**src/rtl/baud_pkg.sv**
```systemverilog
// rtl/baud_pkg.sv - shared defaults and helpers for the baud tick generator
package baud_pkg;

    localparam int DEF_DIV_W      = 16;
    localparam int DEF_FRAC_W     = 4;
    localparam int DEF_OVERSAMPLE = 16;
    localparam int DEF_DIV        = 651;

    // Ceiling log2, usable in constant expressions; returns 0 for v <= 1.
    function automatic int clog2(input int v);
        int r;
        int x;
        r = 0;
        x = v - 1;
        while (x > 0) begin
            r = r + 1;
            x = x >> 1;
        end
        return r;
    endfunction

endpackage

```
**src/rtl/baud_frac_divider.sv**
```systemverilog
// rtl/baud_frac_divider.sv - fractional clock divider emitting oversample events
module baud_frac_divider
    import baud_pkg::*;
#(
    parameter int DIV_W       = DEF_DIV_W,
    parameter int FRAC_W      = DEF_FRAC_W,
    parameter int DEFAULT_DIV = DEF_DIV
) (
    input  logic              clk_in,
    input  logic              rst_n,
    input  logic              en,
    input  logic              resync,
    input  logic              div_wr,
    input  logic [DIV_W-1:0]  div_in,
    input  logic [FRAC_W-1:0] frac_in,
    output logic              os_evt,
    output logic              cfg_err
);

    logic [DIV_W-1:0]  div_r;
    logic [FRAC_W-1:0] frac_r;
    logic [DIV_W-1:0]  cnt;
    logic [FRAC_W-1:0] acc;

    logic              wr_ok;
    logic [FRAC_W:0]   acc_sum;
    logic              carry;
    logic [DIV_W-1:0]  reload;

    // Divisors below 2 cannot produce a distinct tick cycle, so they are refused.
    assign wr_ok   = div_wr && (div_in >= DIV_W'(2));
    assign acc_sum = {1'b0, acc} + {1'b0, frac_r};
    assign carry   = acc_sum[FRAC_W];
    // A carry stretches the next period by one clock (div_r - 1 + carry).
    assign reload  = carry ? div_r : (div_r - DIV_W'(1));
    // An event fires on the enabled edge that finds the counter exhausted.
    assign os_evt  = en && !resync && (cnt == '0);

    // Divisor registers, down-counter and fractional accumulator.
    always_ff @(posedge clk_in) begin
        if (!rst_n) begin
            div_r   <= DIV_W'(DEFAULT_DIV);
            frac_r  <= '0;
            cnt     <= DIV_W'(DEFAULT_DIV - 1);
            acc     <= '0;
            cfg_err <= 1'b0;
        end else begin
            cfg_err <= div_wr && !wr_ok;
            if (wr_ok) begin
                div_r  <= div_in;
                frac_r <= frac_in;
            end
            if (resync) begin
                // A divisor written alongside resync takes effect on this period.
                cnt <= wr_ok ? (div_in - DIV_W'(1)) : (div_r - DIV_W'(1));
                acc <= '0;
            end else if (en) begin
                if (cnt != '0) begin
                    cnt <= cnt - DIV_W'(1);
                end else begin
                    acc <= acc_sum[FRAC_W-1:0];
                    cnt <= reload;
                end
            end
        end
    end

endmodule

```
**src/rtl/baud_tick_gen.sv**
```systemverilog
// rtl/baud_tick_gen.sv - oversample, bit-centre and bit-end tick generator
module baud_tick_gen
    import baud_pkg::*;
#(
    parameter int DIV_W       = DEF_DIV_W,
    parameter int FRAC_W      = DEF_FRAC_W,
    parameter int OVERSAMPLE  = DEF_OVERSAMPLE,
    parameter int DEFAULT_DIV = DEF_DIV
) (
    input  logic              clk_in,
    input  logic              rst_n,
    input  logic              en,
    input  logic              resync,
    input  logic              div_wr,
    input  logic [DIV_W-1:0]  div_in,
    input  logic [FRAC_W-1:0] frac_in,
    output logic              os_tick,
    output logic              mid_tick,
    output logic              baud_tick,
    output logic              cfg_err
);

    localparam int SUB_W = clog2(OVERSAMPLE);
    localparam logic [SUB_W-1:0] SUB_MID_PRE = SUB_W'(OVERSAMPLE / 2 - 1);
    localparam logic [SUB_W-1:0] SUB_LAST    = SUB_W'(OVERSAMPLE - 1);

    logic             os_evt;
    logic [SUB_W-1:0] sub;

    baud_frac_divider #(
        .DIV_W       (DIV_W),
        .FRAC_W      (FRAC_W),
        .DEFAULT_DIV (DEFAULT_DIV)
    ) u_div (
        .clk_in  (clk_in),
        .rst_n   (rst_n),
        .en      (en),
        .resync  (resync),
        .div_wr  (div_wr),
        .div_in  (div_in),
        .frac_in (frac_in),
        .os_evt  (os_evt),
        .cfg_err (cfg_err)
    );

    // Phase counter within a bit and registered tick pulses derived from it.
    always_ff @(posedge clk_in) begin
        if (!rst_n) begin
            sub       <= '0;
            os_tick   <= 1'b0;
            mid_tick  <= 1'b0;
            baud_tick <= 1'b0;
        end else if (resync) begin
            sub       <= '0;
            os_tick   <= 1'b0;
            mid_tick  <= 1'b0;
            baud_tick <= 1'b0;
        end else begin
            os_tick   <= os_evt;
            mid_tick  <= os_evt && (sub == SUB_MID_PRE);
            baud_tick <= os_evt && (sub == SUB_LAST);
            if (os_evt) begin
                // OVERSAMPLE is a power of two, so natural wrap gives the modulo.
                sub <= sub + SUB_W'(1);
            end
        end
    end

endmodule

```
**config.mk**
```make
export PLATFORM = sky130hd
export DESIGN_NAME = baud_tick_gen
export DESIGN_NICKNAME = d
export VERILOG_FILES = /design/src/rtl/baud_pkg.sv /design/src/rtl/baud_frac_divider.sv /design/src/rtl/baud_tick_gen.sv
export SDC_FILE = /design/constraint.sdc
export NUM_CORES = 1
export LEC_CHECK = 0
export BUFFER_PORTS_ARGS = -buffer_cell sky130_fd_sc_hd__buf_2
export CAP_MARGIN = 10
export CORE_MARGIN = 2
export CORE_UTILIZATION = 50
export DETAILED_ROUTE_END_ITERATION = 7
export HOLD_SLACK_MARGIN = 0.15
export PLACE_DENSITY = 0.7
export SYNTH_ARGS = -nofsm -noshare
export SYNTH_HDL_FRONTEND = slang
export SYNTH_SLANG_ARGS = --single-unit
```
**constraint.sdc**
```tcl
create_clock -name clk_in -period 2.6 [get_ports clk_in]
set_input_delay 0.39 -clock clk_in [delete_from_list [all_inputs] [get_ports clk_in]]
set_output_delay 0.39 -clock clk_in [all_outputs]
set_load 0.01 [all_outputs]
```
# == Word-level counts from Yosys, hierarchy flattened ==
# Cells that the tools add are included.
# totals
out_inout_bits,4
register_bits,48
wordCells,37
# classes
n_lt_le_gt_ge,1
eq_ne,2
addsub,5
n_reduce_logical,13
n_bitwise,2
n_mux,5
# ops
cell,n
16-bit 2-to-1 mux,5
"16-bit by 1-bit subtractor with 16-bit output, second input constant",3
"16-bit by 2-bit greater-or-equal comparator with 1-bit output, second input constant",1
16-bit zero test,1
16-bit nonzero test,1
1-bit logical AND,6
4-bit by 4-bit adder with 5-bit output,1
"4-bit by 1-bit adder with 4-bit output, second input constant",1
"4-bit by 3-bit == test with 1-bit output, second input constant",1
"4-bit == test, second input constant",1
1-bit zero test,2
1-bit inverter,2
2-bit AND reduction,1
2-bit nonzero test,1
2-bit OR reduction,1

# == Logic depth before layout (Yosys ltp) ==
# logic_depth
ltp_word,5
mapped_depth,10
mapped_depth_nobuf,9

# == By module ==
# Synthesis repeated with hierarchy kept, for this count alone.
# hier_totals
hier_cells,444
hier_area_um2,3398.3
# modules_own_cells
mod,cells_each,seq_area_each_um2,instances,area_per_inst_um2
baud_frac_divider,416,820.8,1,3121.7
baud_tick_gen,28,140.1,1,276.5

# == Least setup slack after synthesis ==
# No wires, ideal clock.
# synth_timing
kind,register -> register
start,register u_div.acc[0]
end,register u_div.cnt[12]
path_buffers,1
required_ps,2469
path_stages_with_launch,11
setup_slack_ps,309
t_arrival_ps,2160
setup_time_ps,131
synth_period_minus_slack_ps,2291
path_cell_list,dfxtp_1 ha_1 inv_1 fa_1 nand2b_1 a21oi_2 clkbuf_1 nor3_1 xor2_1 a21oi_1 o22ai_1
# synth_via
elab_chain_len,5
# synth_lines
item,line_no,rtl
"start, declared",baud_frac_divider.sv:23,logic [FRAC_W-1:0] acc;
"start signal, assigned",baud_frac_divider.sv:61,acc <= acc_sum[FRAC_W-1:0];
4-bit by 4-bit adder with 5-bit output,baud_frac_divider.sv:32,"assign acc_sum = {1'b0, acc} + {1'b0, frac_r};"
16-bit 2-to-1 mux,baud_frac_divider.sv:35,assign reload = carry ? div_r : (div_r - DIV_W'(1));
16-bit 2-to-1 mux,baud_frac_divider.sv:58,if (cnt != '0) begin
16-bit 2-to-1 mux,baud_frac_divider.sv:57,end else if (en) begin
16-bit 2-to-1 mux,baud_frac_divider.sv:53,if (resync) begin
"end signal, assigned",baud_frac_divider.sv:55,cnt <= wr_ok ? (div_in - DIV_W'(1)) : (div_r - DIV_W'(1));
"end signal, assigned",baud_frac_divider.sv:59,cnt <= cnt - DIV_W'(1);
"end signal, assigned",baud_frac_divider.sv:62,cnt <= reload;
"end, declared",baud_frac_divider.sv:22,logic [DIV_W-1:0] cnt;
# No other way between the ends. The select of a mux whose other input is x is not followed.
# A chain may end at the register's enable or synchronous reset.

# == Worst setup path in the final report ==
# layout_timing
start,register u_div.div_r[0]
end,register u_div.cnt[14]
# layout_via
elab_chain_len,5
word_cells_on_any_way,6
cone_classes,add/sub (1); mux (5)
# layout_lines
item,line_no,rtl
"start, declared",baud_frac_divider.sv:20,logic [DIV_W-1:0] div_r;
"start signal, assigned",baud_frac_divider.sv:42,div_r <= DIV_W'(DEFAULT_DIV);
"start signal, assigned",baud_frac_divider.sv:50,div_r <= div_in;
16-bit by 1-bit subtractor with 16-bit output *,"baud_frac_divider.sv:35, baud_frac_divider.sv:55",
16-bit 2-to-1 mux,baud_frac_divider.sv:35,
16-bit 2-to-1 mux,baud_frac_divider.sv:58,
16-bit 2-to-1 mux,baud_frac_divider.sv:57,
16-bit 2-to-1 mux *,baud_frac_divider.sv:53,
# Mark *: on every way between the ends. The rest lies on a longest branch, timed or not. The select of a mux whose other input is x is not followed.

==> metrics.md <==
| Metric | Value |
|---|---|
| Status | `finished clean` |
| Most common cell after layout, fill and taps aside | `nand2_1` |
| Commonest non-fill, non-tap cells in the layout | `74 x nand2_1, 48 x dfxtp_1, 43 x a21oi_1` |
| Slowest CP cell | `or2_0` |
| Hold Slack | `306 ps` |
| Crit path from | `u_div.div_r[0]$_SDFFE_PN1N_` |
| Pins Over Slew Limit | `0` |
| Yosys warns | `0` |
| Worst rel slew slack | `0.550` |
| Post-route insts no fill | `551` |
| Clock sinks | `48` |
| Post-CTS Setup Repair Bufs | `0` |
| Setup_tns | `0 ps` |
| Clk_skew | `6.69 ps` |
| Largest net degree at the start of global routing | `20` |
| RSZ-0062 raised after global routing | `no` |
| Reg-to-Reg End | `u_div.cnt[14]$_SDFFE_PN0P_` |
| Period utilization | `0.884` |
| Unique masters post-synth | `57` |
| Worst path buffer plus inverter count | `1` |
| CP max FO | `8` |
| Mapped Nets | `483` |
| Vias/cell | `5.87` |
| Cells on worst reg2reg path | `8` |
| Final setup fails | `0` |
| Grt ovf | `0` |
| MaxCap Viol Count | `0` |
| Seq/Total Area, Yosys | `0.288` |
| Worst-Margin Slew | `675 ps` |
| Maximum vdd drop | `0.000350 V` |
| Pwr Total | `1.66 mW` |
| ANT cells | `0` |
| Initial DRC count | `194` |
| Pwr per Cell Area | `446 nW/um2` |
| Ys flop type | `dfxtp_1` |
| Syn_area_per_cell | `7.47 um2` |
| Fmax | `0.435 GHz` |
| Die X | `85.7 um` |
| Setup CP Type | `reg -> reg` |
| Detail Route Antenna Nets | `0` |
| Arrival @ worst endpoint | `2520 ps` |
| Vias in the first global route | `2929` |
| Clk Latency, worst-skew pair | `310 ps` |
| DRT Pass-1 Iters | `5` |
| Area grow syn2layout | `11.3%` |
| Total core area | `6390 um2` |
| GRT Util Overall | `0.242` |
| CTS tree | `yes` |
| Row Count | `29` |
| Worst Hold Depth | `3` |
| Vias | `3236` |
| Proportion of layout cells with a drive suffix above 1 | `0.150` |
| CTS H-tree depth | `2` |
| Reg-to-Reg Start | `u_div.div_r[0]$_SDFFE_PN1N_` |
| Lkg Pwr | `1.47 nW` |
| R2R Setup Slk | `300 ps` |
| Worst EP required | `2830 ps` |
| Post-DP HPWL | `6350 um` |
| Final core utilization | `0.582` |
| Initial Util | `0.523` |
| Async S/R FF share, synth | `0` |
| Crit. End Element | `register` |
| Port bufs | `28` |
| Hold WC Path Type | `in -> reg` |
| Synth Instances | `447` |
| Hold-fix buffers, CTS | `0` |
| DRC viols | `0` |
| Yosys reg bits | `48` |
| CTS resizes | `0` |
| Root Driver | `clkbuf_8` |
| Bufs on Longest Clock Path | `2` |
| Placed Cells | `543` |
| Wire per inst | `15.1 um` |
| Final nets | `509` |
| Worst hold start | `frac_in[2]` |
| Aggregate routed wire length | `8340 um` |
| Antenna violations before repair | `0` |
| Delay-heaviest family, CP | `simple AND/OR/NAND/NOR gates` |
| Period minus WS final | `2300 ps` |
| Worst Hold End | `u_div.frac_r[2]$_SDFFE_PN0N_` |
| Die area | `7340 um2` |
| Crit path largest cell delay | `400 ps` |
| Post-Syn Area | `3340 um2` |
| Post-synth EDFFs | `0` |
| Gp weighted congestion | `0.938` |
| I/O Pins | `29` |
| Hold Fails Final Rpt | `0` |
| CTS buffer count | `5` |
| First-pass GRT wire length | `14300 um` |
| Die Height | `85.7 um` |
| Clk slew on worst S/H paths | `90 ps` |
| Crit path cell chain | `inv_1, ha_1, or3b_1, or2_0, nor4_2, xor2_1, a21oi_1, o32ai_1` |
| CP Launch Type | `register` |
worst reg2reg max path, delay by kind of cell (launching register included):
kind / cells / cell delay [ps]
AND/OR/NAND/NOR: 3 / 1120
flip-flops: 1 / 390
XOR/XNOR: 1 / 210
AO/OA/AOI/OAI: 2 / 210
adder cells (fa/ha/maj): 1 / 190
buffers and inverters: 1 / 80
metrics by stage:
stage / instance area [um2] / worst slack [ps]
4_1_cts: 3710 / 290
3_5_place_dp: 3600 / 213
3_3_place_gp: 3600 / 222
6_report: 3710 / 303
5_1_grt: 3710 / 124
2_1_floorplan: 3340 / 309
cells in the mapped netlist (all sizes together) (2+ instances only):
library cell	count	area share
dfxtp	48	0.29
a31oi	3	0.0056
or4b	2	0.0060
nand3b	2	0.0045
a211o	2	0.0053
nor4b	3	0.0097
nand3	14	0.021
or4	2	0.0056
nand2b	3	0.0056
clkbuf	17	0.019
o211ai	4	0.0090
o31ai	5	0.015
and4	3	0.0079
or2	4	0.0075
mux2	4	0.013
o32ai	2	0.0053
inv	13	0.015
o21ai	12	0.018
or3	7	0.013
nand2	74	0.083
ha	10	0.037
a211oi	7	0.016
and3	3	0.0056
nor2b	2	0.0037
xor2	27	0.071
nor2	39	0.044
nand4	6	0.011
xnor2	15	0.039
a21oi	44	0.067
nor3	24	0.042
nor4	15	0.032
mux2i	2	0.0060
buf	11	0.020
o22ai	5	0.0094
per-layer routing:
layer	track usage	part of all wire
met1	0.346	0.49
met2	0.387	0.45
met3	0.0327	0.051
met4	0.0577	0.0091
met5	0	0
flip-flops by register name, summed over array words and instances (netlist names):
signal         count
baud_tick          1
mid_tick           1
os_tick            1
sub                4
u_div.acc          4
u_div.cfg_err      1
u_div.cnt         16
u_div.div_r       16
u_div.frac_r       4
worst max path at each step:
stage	end	depth (start not counted)
6_report	u_div.cnt[14]$_SDFFE_PN0P_	8
4_1_cts	u_div.cnt[14]$_SDFFE_PN0P_	8
5_1_grt	u_div.cnt[12]$_SDFFE_PN0P_	8
3_3_place_gp	u_div.cnt[10]$_SDFFE_PN0P_	9
3_5_place_dp	u_div.cnt[10]$_SDFFE_PN0P_	9
2_1_floorplan	u_div.cnt[12]$_SDFFE_PN0P_	10
logic make-up after synthesis:
family | synth area share
flip-flops | 0.288
multiplexers | 0.0195
XOR/XNOR | 0.110
AO/OA/AOI/OAI | 0.172
AND/OR/NAND/NOR | 0.312
buffers and inverters | 0.0540
adder cells (fa/ha/maj) | 0.0435
report_power, final:
group          internal [mW]  switching [mW]
clock                  0.290           0.267
combinational          0.118           0.155
sequential             0.771          0.0556
total                   1.18           0.478
cell type report:
class | instances | area, um2
fillers | 617 | 2670
multi-input cells | 358 | 2200
flip-flops and latches | 48 | 961
repair buffers | 47 | 295
well taps | 77 | 96.3
clock buffers | 5 | 68.8
inverters | 13 | 48.8
clock inverters | 3 | 47.5
Note: power is estimated with default switching activity, not from simulation.
